$ cat src/rtl/memory_stage_pkg.sv
// Shared encodings for the memory stage: writeback-source selects and FSM states.
package memory_stage_pkg;

    localparam logic [2:0] WB_ALU  = 3'd0;
    localparam logic [2:0] WB_MEM  = 3'd1;
    localparam logic [2:0] WB_SET  = 3'd2;
    localparam logic [2:0] WB_PC   = 3'd3;
    localparam logic [2:0] WB_REG2 = 3'd4;

    typedef enum logic [1:0] {
        IDLE   = 2'd0,
        BUSY   = 2'd1,
        HALTED = 2'd2
    } state_e;

endpackage

$ cat src/rtl/mem_wb_reg.sv
// MEM/WB pipeline register. load captures everything, bubble clears the
// side-effecting bits (regWrt, halt), kill clears only regWrt.
module mem_wb_reg #(
    parameter int DATA_W = 16,
    parameter int REG_AW = 3
) (
    input  logic              clk,
    input  logic              rst,
    input  logic              load_i,
    input  logic              bubble_i,
    input  logic              kill_i,
    input  logic [DATA_W-1:0] wbData_i,
    input  logic              regWrt_i,
    input  logic [REG_AW-1:0] writeReg_i,
    input  logic [15:0]       instr_i,
    input  logic              halt_i,
    output logic [DATA_W-1:0] wbData_o,
    output logic              regWrt_o,
    output logic [REG_AW-1:0] writeReg_o,
    output logic [15:0]       instr_o,
    output logic              halt_o
);

    logic [DATA_W-1:0] wbData_q;
    logic              regWrt_q;
    logic [REG_AW-1:0] writeReg_q;
    logic [15:0]       instr_q;
    logic              halt_q;

    always_ff @(posedge clk or posedge rst) begin
        if (rst) begin
            wbData_q   <= '0;
            regWrt_q   <= 1'b0;
            writeReg_q <= '0;
            instr_q    <= '0;
            halt_q     <= 1'b0;
        end else if (load_i) begin
            wbData_q   <= wbData_i;
            regWrt_q   <= regWrt_i;
            writeReg_q <= writeReg_i;
            instr_q    <= instr_i;
            halt_q     <= halt_i;
        end else if (bubble_i) begin
            regWrt_q   <= 1'b0;
            halt_q     <= 1'b0;
        end else if (kill_i) begin
            regWrt_q   <= 1'b0;
        end
    end

    assign wbData_o   = wbData_q;
    assign regWrt_o   = regWrt_q;
    assign writeReg_o = writeReg_q;
    assign instr_o    = instr_q;
    assign halt_o     = halt_q;

endmodule

$ cat src/rtl/memory_stage.sv
// Memory pipeline stage: issues one data-memory access per load/store, stalls
// upstream while the access is outstanding, and fills the MEM/WB register.
module memory_stage
    import memory_stage_pkg::*;
#(
    parameter int DATA_W   = 16,
    parameter int REG_AW   = 3,
    parameter int MAX_WAIT = 15
) (
    input  logic              clk,
    input  logic              rst,
    input  logic [DATA_W-1:0] aluOut,
    input  logic [DATA_W-1:0] reg2Data,
    input  logic [DATA_W-1:0] setVal,
    input  logic [DATA_W-1:0] nextPc,
    input  logic [15:0]       instr,
    input  logic              memEn,
    input  logic              memWrt,
    input  logic              regWrt,
    input  logic [2:0]        regWrtSrc,
    input  logic [REG_AW-1:0] writeReg,
    input  logic              halt,
    input  logic              errIn,
    input  logic [DATA_W-1:0] dmemRdData,
    input  logic              dmemDone,
    output logic [DATA_W-1:0] dmemAddr,
    output logic [DATA_W-1:0] dmemWrData,
    output logic              dmemEn,
    output logic              dmemWr,
    output logic              memStall,
    output logic [DATA_W-1:0] wbData,
    output logic              regWrtOut,
    output logic [REG_AW-1:0] writeRegOut,
    output logic [15:0]       instrOut,
    output logic              haltOut,
    output logic              errOut
);

    localparam int CW = $clog2(MAX_WAIT + 1);

    state_e            state_q, state_d;
    logic [CW-1:0]     cnt_q, cnt_d;
    logic              err_q;
    logic              err_set;
    logic              req, stall, load, bubble, kill;
    logic              fault;
    logic [DATA_W-1:0] wb_sel;

    always_comb begin
        wb_sel = '0;
        case (regWrtSrc)
            WB_ALU:  wb_sel = aluOut;
            WB_MEM:  wb_sel = dmemRdData;
            WB_SET:  wb_sel = setVal;
            WB_PC:   wb_sel = nextPc;
            WB_REG2: wb_sel = reg2Data;
            default: wb_sel = '0;
        endcase
    end

    // Anything that faults the instruction before a request goes out.
    assign fault = errIn | (regWrtSrc > WB_REG2) | (memEn & (aluOut[0] | halt));

    always_comb begin
        state_d = state_q;
        cnt_d   = cnt_q;
        req     = 1'b0;
        stall   = 1'b0;
        load    = 1'b0;
        bubble  = 1'b0;
        kill    = 1'b0;
        err_set = 1'b0;
        case (state_q)
            IDLE: begin
                if (fault) begin
                    load    = 1'b1;
                    err_set = 1'b1;
                    state_d = HALTED;
                end else if (memEn) begin
                    req = 1'b1;
                    if (dmemDone) begin
                        load = 1'b1;
                    end else begin
                        stall   = 1'b1;
                        bubble  = 1'b1;
                        cnt_d   = CW'(1);
                        state_d = BUSY;
                    end
                end else begin
                    load = 1'b1;
                    if (halt) state_d = HALTED;
                end
            end
            BUSY: begin
                req = 1'b1;
                if (dmemDone) begin
                    load    = 1'b1;
                    cnt_d   = '0;
                    state_d = IDLE;
                end else if (cnt_q == CW'(MAX_WAIT)) begin
                    stall   = 1'b1;
                    bubble  = 1'b1;
                    err_set = 1'b1;
                    cnt_d   = '0;
                    state_d = HALTED;
                end else begin
                    stall  = 1'b1;
                    bubble = 1'b1;
                    cnt_d  = cnt_q + 1'b1;
                end
            end
            HALTED: kill = 1'b1;
            default: state_d = IDLE;
        endcase
    end

    always_ff @(posedge clk or posedge rst) begin
        if (rst) begin
            state_q <= IDLE;
            cnt_q   <= '0;
            err_q   <= 1'b0;
        end else begin
            state_q <= state_d;
            cnt_q   <= cnt_d;
            err_q   <= err_q | err_set;
        end
    end

    // Request and stall drop the moment reset rises, abandoning any access.
    assign dmemEn     = req & ~rst;
    assign dmemWr     = req & memWrt & ~rst;
    assign memStall   = stall & ~rst;
    assign dmemAddr   = aluOut;
    assign dmemWrData = reg2Data;
    assign errOut     = err_q;

    mem_wb_reg #(
        .DATA_W (DATA_W),
        .REG_AW (REG_AW)
    ) u_mem_wb (
        .clk        (clk),
        .rst        (rst),
        .load_i     (load),
        .bubble_i   (bubble),
        .kill_i     (kill),
        .wbData_i   (wb_sel),
        .regWrt_i   (regWrt & ~err_set),
        .writeReg_i (writeReg),
        .instr_i    (instr),
        .halt_i     (halt & ~err_set),
        .wbData_o   (wbData),
        .regWrt_o   (regWrtOut),
        .writeReg_o (writeRegOut),
        .instr_o    (instrOut),
        .halt_o     (haltOut)
    );

endmodule

$ cat config.mk
export PLATFORM = sky130hd
export DESIGN_NAME = memory_stage
export DESIGN_NICKNAME = d
export VERILOG_FILES = /design/src/rtl/memory_stage_pkg.sv /design/src/rtl/mem_wb_reg.sv /design/src/rtl/memory_stage.sv
export SDC_FILE = /design/constraint.sdc
export NUM_CORES = 1
export LEC_CHECK = 0
export BUFFER_PORTS_ARGS = -buffer_cell sky130_fd_sc_hd__buf_2
export CAP_MARGIN = 10
export CORE_UTILIZATION = 39
export CTS_CLUSTER_DIAMETER = 60
export CTS_CLUSTER_SIZE = 28
export DETAILED_ROUTE_END_ITERATION = 7
export HOLD_SLACK_MARGIN = 0.05
export PLACE_DENSITY_LB_ADDON = 0.12
export SLEW_MARGIN = 25
export SYNTH_ARGS = -nofsm -noshare
export SYNTH_HDL_FRONTEND = slang
export SYNTH_HIERARCHICAL = 1
export SYNTH_SLANG_ARGS = --single-unit
$ cat constraint.sdc
create_clock -name clk -period 1.6 [get_ports clk]
set_clock_uncertainty 0.2 [all_clocks]
set_input_delay 0.24 -clock clk [delete_from_list [all_inputs] [get_ports clk]]
set_output_delay 0.24 -clock clk [all_outputs]
set_load 0.05 [all_outputs]
==> results of run 1 <==
-- flip-flops by register name, indices dropped and copies added, names as in the netlist --
register             cells
u_mem_wb/writeReg_o      3
u_mem_wb/instr_o        16
errOut                   1
u_mem_wb/halt_o          1
cnt_q                    4
u_mem_wb/wbData_o       16
state_q                  2
u_mem_wb/regWrt_o        1
-- tightest hold or removal path, stage by stage --
cell            delay, ns
buf_2                0.13
dlymetal6s4s_1       0.28
inv_1                0.08
buf_4                0.17
-- routing by layer --
metal | up-vias | part of all wire [%] | global-route usage (%)
met5 | - | 0 | 0
met4 | 0 | 0.72 | 4.47
met2 | 103 | 49 | 35.4
li1 | 1321 | - | -
met3 | 6 | 6.3 | 4.43
met1 | 1242 | 44 | 23.8
-- power groups by stage --
stage | logic [µW] | registers, µW | clock network, µW
2_1_floorplan | 490 | 1450 | 0
3_3_place_gp | 996 | 1230 | 0
3_5_place_dp | 1010 | 1230 | 0
4_1_cts | 1070 | 1210 | 732
5_1_grt | 1130 | 1220 | 777
6_report | 1060 | 1210 | 700
-- cells by family after synthesis --
family / count (synthesis) / share of synthesized area, %
compound gates: 54 / 14.2
xor+xnor: 1 / 0.305
fa+ha+maj: 1 / 0.436
buf+inv: 57 / 13.6
flops: 44 / 38.3
mux: 66 / 26.9
simple gates: 28 / 6.23
-- cells in the mapped netlist, types with 3 or more instances --
cell       number  share of area (%)
mux2i_1        31                 11
o21ai_0         4               0.70
inv_1           8                1.0
buf_6           5                2.0
nor3_1          5               0.87
buf_2           4               0.70
mux2_2         17                6.7
a2bb2oi_1      15                4.6
nand2_1         3               0.39
mux2_4         18                9.4
o21a_1          3               0.78
clkbuf_1        6               0.78
nand3_1         4               0.70
dfrtp_1        44                 38
o22ai_1        17                3.7
buf_4          33                8.6
-- final cells by class --
type / count / share of cell area [%]
clock buffers: 6 / 1.83
clock inverters: 2 / 0.221
inverters: 8 / 0.664
multi-input cells: 150 / 33.2
flip-flops and latches: 44 / 24.4
well taps: 96 / 2.66
repair buffers: 252 / 37.1
-- timing repair --
item	in CTS	in global routing
pin swaps	3	8
setup endpoints to repair	40	41
buffers inserted	5	4
gates resized for setup	24	12
endpoints found under the hold margin	63	0
cloned	0	4
hold buffers	20	0
-- path summary, 6_finish.rpt --
check | start | endpoint | slack [ns] | cells past startpoint
worst max-delay path | errIn | u_mem_wb/wbData_o[9]$_DFFE_PP0P_ | -0.26 | 8
worst min-delay path | rst | errOut$_DFF_PP0_ | 0.07 | 4
worst max register to register | state_q[0]$_DFFE_PP0P_ | u_mem_wb/wbData_o[9]$_DFFE_PP0P_ | -0.15 | 7
worst min register to register | errOut$_DFF_PP0_ | errOut$_DFF_PP0_ | 0.29 | 2
max in group asynchronous | rst | u_mem_wb/wbData_o[5]$_DFFE_PP0P_ | 0.86 | 4
min in group clk | dmemDone | cnt_q[1]$_DFFE_PP0P_ | 0.11 | 3
-- metrics by stage --
stage	util, %	total power [µW]	instance area [µm²]
final	65.1	2970	4520
after global routing	65.1	3120	4520
after CTS	62.8	3010	4360
after detailed placement	56.7	2230	3940
after global placement	56.7	2230	3940
after floorplan	-	1940	2930
==> results.yml, run 1 <==
run_status:
  status: "finished with violations"
  failed_checks: "setup timing"
floorplanning:
  core_area_um2: 6940
  die_h_um: 87.8
  pin_count: 183
  die_w_um: 87.8
  initial_core_util_pct: 41.4
  fp.dieArea_um2: 7710
  rows: 30
drt:
  drt-total-wl_mm: 7.83
  firstDrtPassIters: 4
  antenna_left: 0
  via_per_inst: 4.79
  drt_iter0_drc: 58
  vias: 2672
  route.detailed.drc: 0
  wl_per_cell_um: 14.0
synth:
  synthArstFlopShare_pct: 100
  syn_nets: 362
  yosys_most_used_dff: "dfrtp_1"
  avgSynthCellArea_um2: 11.4
  syn_inst: 251
  synthDistinctLibCells: 44
  yosys_warnings: 6
  seq_area_frac_synth_pct: 38.3
  synth_edf_count: 0
  mappedNetlistArea_um2: 2870
  synth_seq_cells: 44
placement:
  numPortBuffers: 182
  routabilityCongestion: 0.797
  dp.cells: 517
  dp_slack_ns: -0.395
  hpwl_mm: 5.80
sta:
  period_minus_slack_ns: 1.86
  fin_ws_ns: -0.259
  hold_viol_final: 0
  rsz0062_at_grt: "yes"
  drv_slew: 0
  relSlewSlack_pct: 77.9
  worst_pin_slew_ns: 0.329
  tns_ns: -8.65
  setup_viol: 40
  holdWs_ns: 0.0703
  fmax_ghz: 0.538
  period_share_pct: 116
finish:
  syn2layout_area_growth_pct: 57.4
  multi_input_area_um2: 1500
  ff_latch_area_um2: 1100
  layout_commonest_cell: "buf_2"
  layout-drive-gt1-share_pct: 63.2
  nets: 572
  stdcell_count: 558
  layout_common_cells: "buf_2, dfrtp_1, buf_4"
  n_antenna_cell: 0
  n_fill_cell: 567
cts:
  cts_made_buffers: 5
  cts_root_buf: "clkbuf_8"
  cts.sinks: 44
  clock_latency_ns: 0.29
  h-tree-depth: 2
  cts_tree: "done"
  clk_pin_slew_worst_paths_ns: 0.09
  cts_buffer_depth: 2
pwr:
  p_sw_share_pct: 34.6
  pwr-share-comb_pct: 35.8
  p_per_area_nw_per_um2: 657
  p_switching_uw: 1030
  p_int_uw: 1940
  p_leak_uw: 0.00242
  p_seq_share_pct: 40.7
  vdd_drop_max_v: 0.000475
  clkPwrFrac_pct: 23.6
critical_path:
  cp_slowest_cell: "or4b_4"
  worstPathRequired_ns: 1.57
  crit_path_end_kind: "register"
  cp_num_buf_inv: 4
  cp_common_cell: "buf_6"
  path_class: "input pin to register"
  cp-start-kind: "input pin"
  critPathTopFamily: "simple AND/OR/NAND/NOR gates"
  cp_cell_sequence: "buf_6 -> or4b_4 -> o21ai_4 -> buf_6 -> a21oi_4 -> buf_12 -> buf_16 -> mux2_4"
  cp_data_arrival_time_ns: 1.83
  cp_max_fo: 9
  cpPeakStageDelay_ns: 0.55
global_routing:
  antenna_found_initial: 0
  first_global_vias: 2596
  grt_pass1_wl_mm: 11.8
  track_usage_pct: 19.6
  overflow: 0
  grt_max_degree: 21
job:
  maxCapViolCount: 0
worst_hold_path:
  min_path_type: "input pin to async pin"
No activity file was read; power rests on OpenSTA's default activity.
==> run 2: changes to the inputs <==
--- a/config.mk
+++ b/config.mk
@@ -5,7 +5,7 @@
 export SDC_FILE = /design/constraint.sdc
 export NUM_CORES = 1
 export LEC_CHECK = 0
-export BUFFER_PORTS_ARGS = -buffer_cell sky130_fd_sc_hd__buf_2
+export BUFFER_PORTS_ARGS = -buffer_cell sky130_fd_sc_hd__buf_4
 export CAP_MARGIN = 10
 export CORE_UTILIZATION = 39
 export CTS_CLUSTER_DIAMETER = 60
@@ -18,3 +18,4 @@
 export SYNTH_HDL_FRONTEND = slang
 export SYNTH_HIERARCHICAL = 1
 export SYNTH_SLANG_ARGS = --single-unit
+export TNS_END_PERCENT = 5
==> run 2 against run 1 <==
Net effect:
- the flow still finishes with violations (setup timing)
- critical path depth down 3
- wire length grew 7.6%
- cell area increased by 6.0%
- register-to-register slack worse by 0.04 ns
- fmax increased by 0.80%
- clock power grew 21%
- via count increased by 1.0%
- global-route usage rose by 2.6 points
- sequential power is essentially flat
- total power rose by 9.6%
- critical path type is now input pin to output pin
- largest cell class unchanged
==> results.yml, run 2 (synthesis gave the netlist of run 1 again) <==
drt:
  route.detailed.drc: 0
  via_per_inst: 4.98
  drt_iter0_drc: 85
  wl_per_cell_um: 15.5
  firstDrtPassIters: 4
  vias: 2700
  antenna_left: 0
  drt-total-wl_mm: 8.42
global_routing:
  grt_max_degree: 38
  track_usage_pct: 22.2
  grt_pass1_wl_mm: 13.2
  antenna_found_initial: 0
  overflow: 0
  first_global_vias: 2800
placement:
  numPortBuffers: 182
  dp.cells: 510
  dp_slack_ns: -0.422
  hpwl_mm: 6.30
  routabilityCongestion: 0.774
floorplanning:
  rows: 30
  die_w_um: 87.8
  die_h_um: 87.8
  initial_core_util_pct: 41.4
  pin_count: 183
  core_area_um2: 6940
  fp.dieArea_um2: 7710
critical_path:
  critPathTopFamily: "simple AND/OR/NAND/NOR gates"
  worst_r2r_path_depth: 6
  worstPathRequired_ns: 1.16
  crit_cells: 5
  path_class: "input pin to output pin"
  cpPeakStageDelay_ns: 0.56
  crit_path_end_kind: "output pin"
  cp_slowest_cell: "or4b_4"
  cp_cell_sequence: "buf_6 -> or4b_4 -> o21ai_4 -> and3_4 -> buf_8"
  cp_num_buf_inv: 2
  cp_max_fo: 2
  cp-start-kind: "input pin"
  cp_data_arrival_time_ns: 1.40
sta:
  period_share_pct: 115
  relSlewSlack_pct: 64.6
  fmax_ghz: 0.542
  rsz0062_at_grt: "yes"
  tns_ns: -6.22
  period_minus_slack_ns: 1.84
  setup_viol: 40
  holdWs_ns: 0.115
  hold_viol_final: 0
  fin_ws_ns: -0.244
  worst_pin_slew_ns: 0.530
  drv_slew: 0
worst_hold_path:
  holdPathStages: 3
  min_path_type: "input pin to register"
finish:
  layout_commonest_cell: "buf_4"
  nets: 556
  layout-drive-gt1-share_pct: 62.1
  layout_common_cells: "buf_4, dfrtp_1, mux2i_1"
  n_antenna_cell: 0
  n_fill_cell: 552
  stdcell_count: 542
  syn2layout_area_growth_pct: 66.9
cts:
  h-tree-depth: 2
  clock_latency_ns: 0.30
  cts_root_buf: "clkbuf_8"
  cts_made_buffers: 5
  cts_tree: "done"
  clk_pin_slew_worst_paths_ns: 0.09
  cts_buffer_depth: 2
  cts.sinks: 44
pwr:
  p_per_area_nw_per_um2: 679
  p_leak_uw: 0.00246
  vdd_drop_max_v: 0.000500
run_status:
  failed_checks: "setup timing"
  status: "finished with violations"
job:
  maxCapViolCount: 0
==> run 2: path summary, 6_finish.rpt <==
path                                        startpoint                               end  slack, ns
worst max-delay path                              halt                          memStall      -0.24
worst min-delay path                            regWrt     u_mem_wb/regWrt_o$_DFFE_PP0P_       0.11
worst max register to register  state_q[0]$_DFFE_PP0P_   u_mem_wb/instr_o[4]$_DFFE_PP0P_      -0.19
worst min register to register        errOut$_DFF_PP0_                  errOut$_DFF_PP0_       0.31
max in group asynchronous                          rst  u_mem_wb/wbData_o[8]$_DFFE_PP0P_       0.34
min in group asynchronous                          rst                  errOut$_DFF_PP0_       0.37
==> run 2: worst register-to-register path: stages, from the launching register on <==
cell and delay (ns):
dfrtp_1 0.39, inv_2 0.10, o21ai_4 0.07, buf_6 0.12
a21oi_4 0.23, buf_12 0.22, mux2_2 0.35
==> run 2: through the flow <==
stage / utilization, % / power, µW / cell area, µm²
final: 69.0 / 3260 / 4790
after detailed placement: 62.3 / 2370 / 4330
after floorplan: - / 1940 / 2920
after global placement: 62.3 / 2360 / 4330
after CTS: 68.5 / 3280 / 4760
after global routing: 69.0 / 3400 / 4790
==> run 2: repair_timing <==
item / in CTS / in global routing
setup endpoints to repair: 41 / 43
buffers inserted: 4 / 0
gates cloned: 0 / 0
gates resized for setup: 24 / 10
hold buffers: 20 / 0
pin swaps: 13 / 5
hold endpoints to repair: 63 / 0
==> run 2: layout make-up <==
class                   count  area [µm²]  share of cell area [%]
clock buffers               6        72.6                    1.51
inverters                   8        30.0                   0.626
repair buffers            236        1910                    39.8
multi-input cells         150        1530                    31.9
clock inverters             2        35.0                   0.731
flip-flops and latches     44        1100                    23.0
well taps                  96         120                    2.51
==> run 2: where the power goes <==
part           switching, µW  internal [µW]  total (µW)
registers               38.7           1170        1210
logic                    651            544        1200
clock network            383            464         847
total                   1070           2180        3260
==> run 2: routing by layer <==
metal | wire (µm) | GRT usage [%]
met1 | 3440 | 26.1
met2 | 4230 | 39.7
met3 | 637 | 5.66
met4 | 123 | 6.56
met5 | 0 | 0
==> run 3: changes to the inputs <==
--- a/config.mk
+++ b/config.mk
@@ -5,6 +5,7 @@
 export SDC_FILE = /design/constraint.sdc
 export NUM_CORES = 1
 export LEC_CHECK = 0
+export ABC_AREA = 1
 export BUFFER_PORTS_ARGS = -buffer_cell sky130_fd_sc_hd__buf_4
 export CAP_MARGIN = 10
 export CORE_UTILIZATION = 39
@@ -13,6 +14,7 @@
 export DETAILED_ROUTE_END_ITERATION = 7
 export HOLD_SLACK_MARGIN = 0.05
 export PLACE_DENSITY_LB_ADDON = 0.12
+export REMOVE_ABC_BUFFERS = 1
 export SLEW_MARGIN = 25
 export SYNTH_ARGS = -nofsm -noshare
 export SYNTH_HDL_FRONTEND = slang
==> run 3 against run 2 <==
Net effect:
- the flow still finishes with violations (setup timing)
- largest cell class unchanged
- worst setup slack worse by 0.17 ns
- via count is 20% higher
- cell count is 31% higher
- sequential share of layout area is 0.44 points lower
- wire length is 4.8% higher
- highest routed layer unchanged
- core utilization is 1.6 points lower
- global-route usage is 0.23 points higher
- non-clock buffer count is 6 higher
- register-to-register slack worse by 0.18 ns
- synthesized area is 2.4% higher
- combinational power is 79% higher
==> results.yml, run 3 <==
floorplanning:
  die_h_um: 88.8
  fp.dieArea_um2: 7890
  initial_core_util_pct: 40.6
  core_area_um2: 7250
  die_w_um: 88.8
  rows: 31
  pin_count: 183
sta:
  drv_slew: 0
  setup_viol: 41
  hold_viol_final: 0
  tns_ns: -12.96
  period_minus_slack_ns: 2.01
  rsz0062_at_grt: "yes"
  relSlewSlack_pct: 76.2
  fmax_ghz: 0.496
  fin_ws_ns: -0.415
  worst_pin_slew_ns: 0.356
  period_share_pct: 126
synth:
  synth.top_cells.by_count: "nand2_1, inv_1, dfrtp_1, buf_4, o21ai_2"
  syn_inst: 406
  avgSynthCellArea_um2: 7.25
  synthDistinctLibCells: 20
  yosys_most_used_dff: "dfrtp_1"
  synth_top_cells_by_area: "dfrtp_1, nand2_1, inv_1, o21ai_2, buf_4"
  synth_edf_count: 0
  synth_seq_cells: 44
  synth_area_leader_cell: "dfrtp_1"
  yosys_warnings: 6
  synthArstFlopShare_pct: 100
  mappedNetlistArea_um2: 2940
  yosysMostFrequentCell: "nand2_1"
  seq_area_frac_synth_pct: 37.4
  synth_top_area_share_pct: 37.4
pwr:
  p_per_area_nw_per_um2: 892
  vdd_drop_max_v: 0.000456
  p_leak_uw: 0.00262
  p_switching_uw: 1920
  clkPwrFrac_pct: 17.2
  p_seq_share_pct: 33.5
  pwr-share-comb_pct: 49.3
  p_int_uw: 2430
  p_sw_share_pct: 44.2
drt:
  firstDrtPassIters: 4
  drt-total-wl_mm: 8.83
  via_per_inst: 4.57
  drt_iter0_drc: 88
  vias: 3248
  antenna_left: 0
  wl_per_cell_um: 12.4
  route.detailed.drc: 0
cts:
  clk_pin_slew_worst_paths_ns: 0.09
  cts.sinks: 44
  clock_latency_ns: 0.30
  h-tree-depth: 2
  cts_root_buf: "clkbuf_8"
  cts_made_buffers: 5
  cts_tree: "done"
  cts_buffer_depth: 2
global_routing:
  grt_pass1_wl_mm: 13.5
  track_usage_pct: 22.4
  antenna_found_initial: 0
  overflow: 0
  first_global_vias: 3071
  grt_max_degree: 38
finish:
  layout_common_cells: "buf_4, inv_1, nand2_1"
  n_fill_cell: 646
  nets: 721
  layout-drive-gt1-share_pct: 47.5
  syn2layout_area_growth_pct: 66.1
  n_antenna_cell: 0
  layout_commonest_cell: "buf_4"
worst_hold_path:
  min_path_type: "input pin to register"
critical_path:
  cp-start-kind: "register"
  cpPeakStageDelay_ns: 0.40
  cp_num_buf_inv: 2
  path_class: "register to output pin"
  cp_data_arrival_time_ns: 1.57
  crit_path_end_kind: "output pin"
  cp_max_fo: 3
  cp_slowest_cell: "dfrtp_1"
  cp_common_cell: "nor2_2"
  worstPathRequired_ns: 1.16
  critPathTopFamily: "simple AND/OR/NAND/NOR gates"
  cp_cell_sequence: "nor2_2 -> inv_2 -> nor2_4 -> nand3_4 -> nand2_4 -> nand2_2 -> nor2_2 -> buf_6"
placement:
  routabilityCongestion: 0.837
  numPortBuffers: 182
  dp_slack_ns: -0.162
  hpwl_mm: 6.68
run_status:
  failed_checks: "setup timing"
  status: "finished with violations"
job:
  maxCapViolCount: 0
-- run 3: timing repair --
item                                   4_1_cts  5_1_grt
gates resized for setup                     25       23
gates cloned                                 0        0
endpoints found under the hold margin       66        0
hold buffers                                24        0
pin swaps                                    3        7
buffers inserted                             7        0
setup endpoints to repair                   40       46
-- run 3: per-stage QoR --
| stage | hold WS, ns | cell area [µm²] | cells | total power (µW) | util (%) |
|---|---|---|---|---|---|
| 6_report | 0.0776 | 4890 | 710 | 4360 | 67.4 |
| 5_1_grt | 0.0863 | 4890 | 710 | 4560 | 67.4 |
| 4_1_cts | 0.0723 | 4810 | 710 | 4380 | 66.3 |
| 3_5_place_dp | 0.0287 | 4360 | 671 | 3570 | 60.1 |
| 3_3_place_gp | 0.0291 | 4360 | 671 | 3550 | 60.1 |
| 2_1_floorplan | -0.157 | 2590 | 361 | 2600 | - |
-- run 3: cells by family (layout without fill, tap and decap cells) --
group / Yosys count / in the layout / share of synthesized area [%]
AOI/OAI and AO/OA: 65 / 65 / 15.8
buffers and inverters: 143 / 348 / 24.6
DFF: 44 / 44 / 37.4
adders and majority gates: 1 / 1 / 0.425
xor gates and xnor gates: 1 / 1 / 0.298
and+or+nand+nor: 152 / 152 / 21.4
-- run 3: layout make-up --
class                      count  area, µm²  area share (%)
clock buffer                   6       82.6            1.69
timing repair buffer         242       1960            40.1
multi-input combinational    219       1240            25.3
clock inverter                 2       15.0           0.307
tap                           99        124            2.53
inverter                      98        368            7.53
sequential                    44       1100            22.5
-- run 3: layer usage --
metal | share of wire (%) | GRT usage, %
met1 | 39 | 25.9
met2 | 54 | 42.3
met3 | 4.9 | 4.29
met4 | 1.8 | 5.72
met5 | 0 | 0
-- run 3: worst paths after layout --
check	start	endpoint	slack (ns)	cells after the start
worst max-delay path	state_q[1]$_DFFE_PP0P_	memStall	-0.41	8
worst min-delay path	setVal[4]	u_mem_wb/wbData_o[4]$_DFFE_PP0P_	0.08	5
worst max register to register	state_q[1]$_DFFE_PP0P_	u_mem_wb/instr_o[9]$_DFFE_PP0P_	-0.37	11
worst min register to register	errOut$_DFF_PP0_	errOut$_DFF_PP0_	0.29	1
max in group asynchronous	rst	u_mem_wb/wbData_o[9]$_DFFE_PP0P_	0.62	4
min in group asynchronous	rst	errOut$_DFF_PP0_	0.27	3
-- run 3: power groups by stage --
stage	logic, µW	clock network [µW]	registers [µW]
6_report	2150	748	1460
3_3_place_gp	2070	0	1470
2_1_floorplan	345	0	2260
3_5_place_dp	2100	0	1480
4_1_cts	2150	771	1460
5_1_grt	2270	805	1490
-- run 3: tightest hold or removal path, stage by stage --
cell and delay, ns:
buf_4 0.08, nand2_1 0.04, nand4_1 0.09, nand2_2 0.06, o21ai_2 0.04
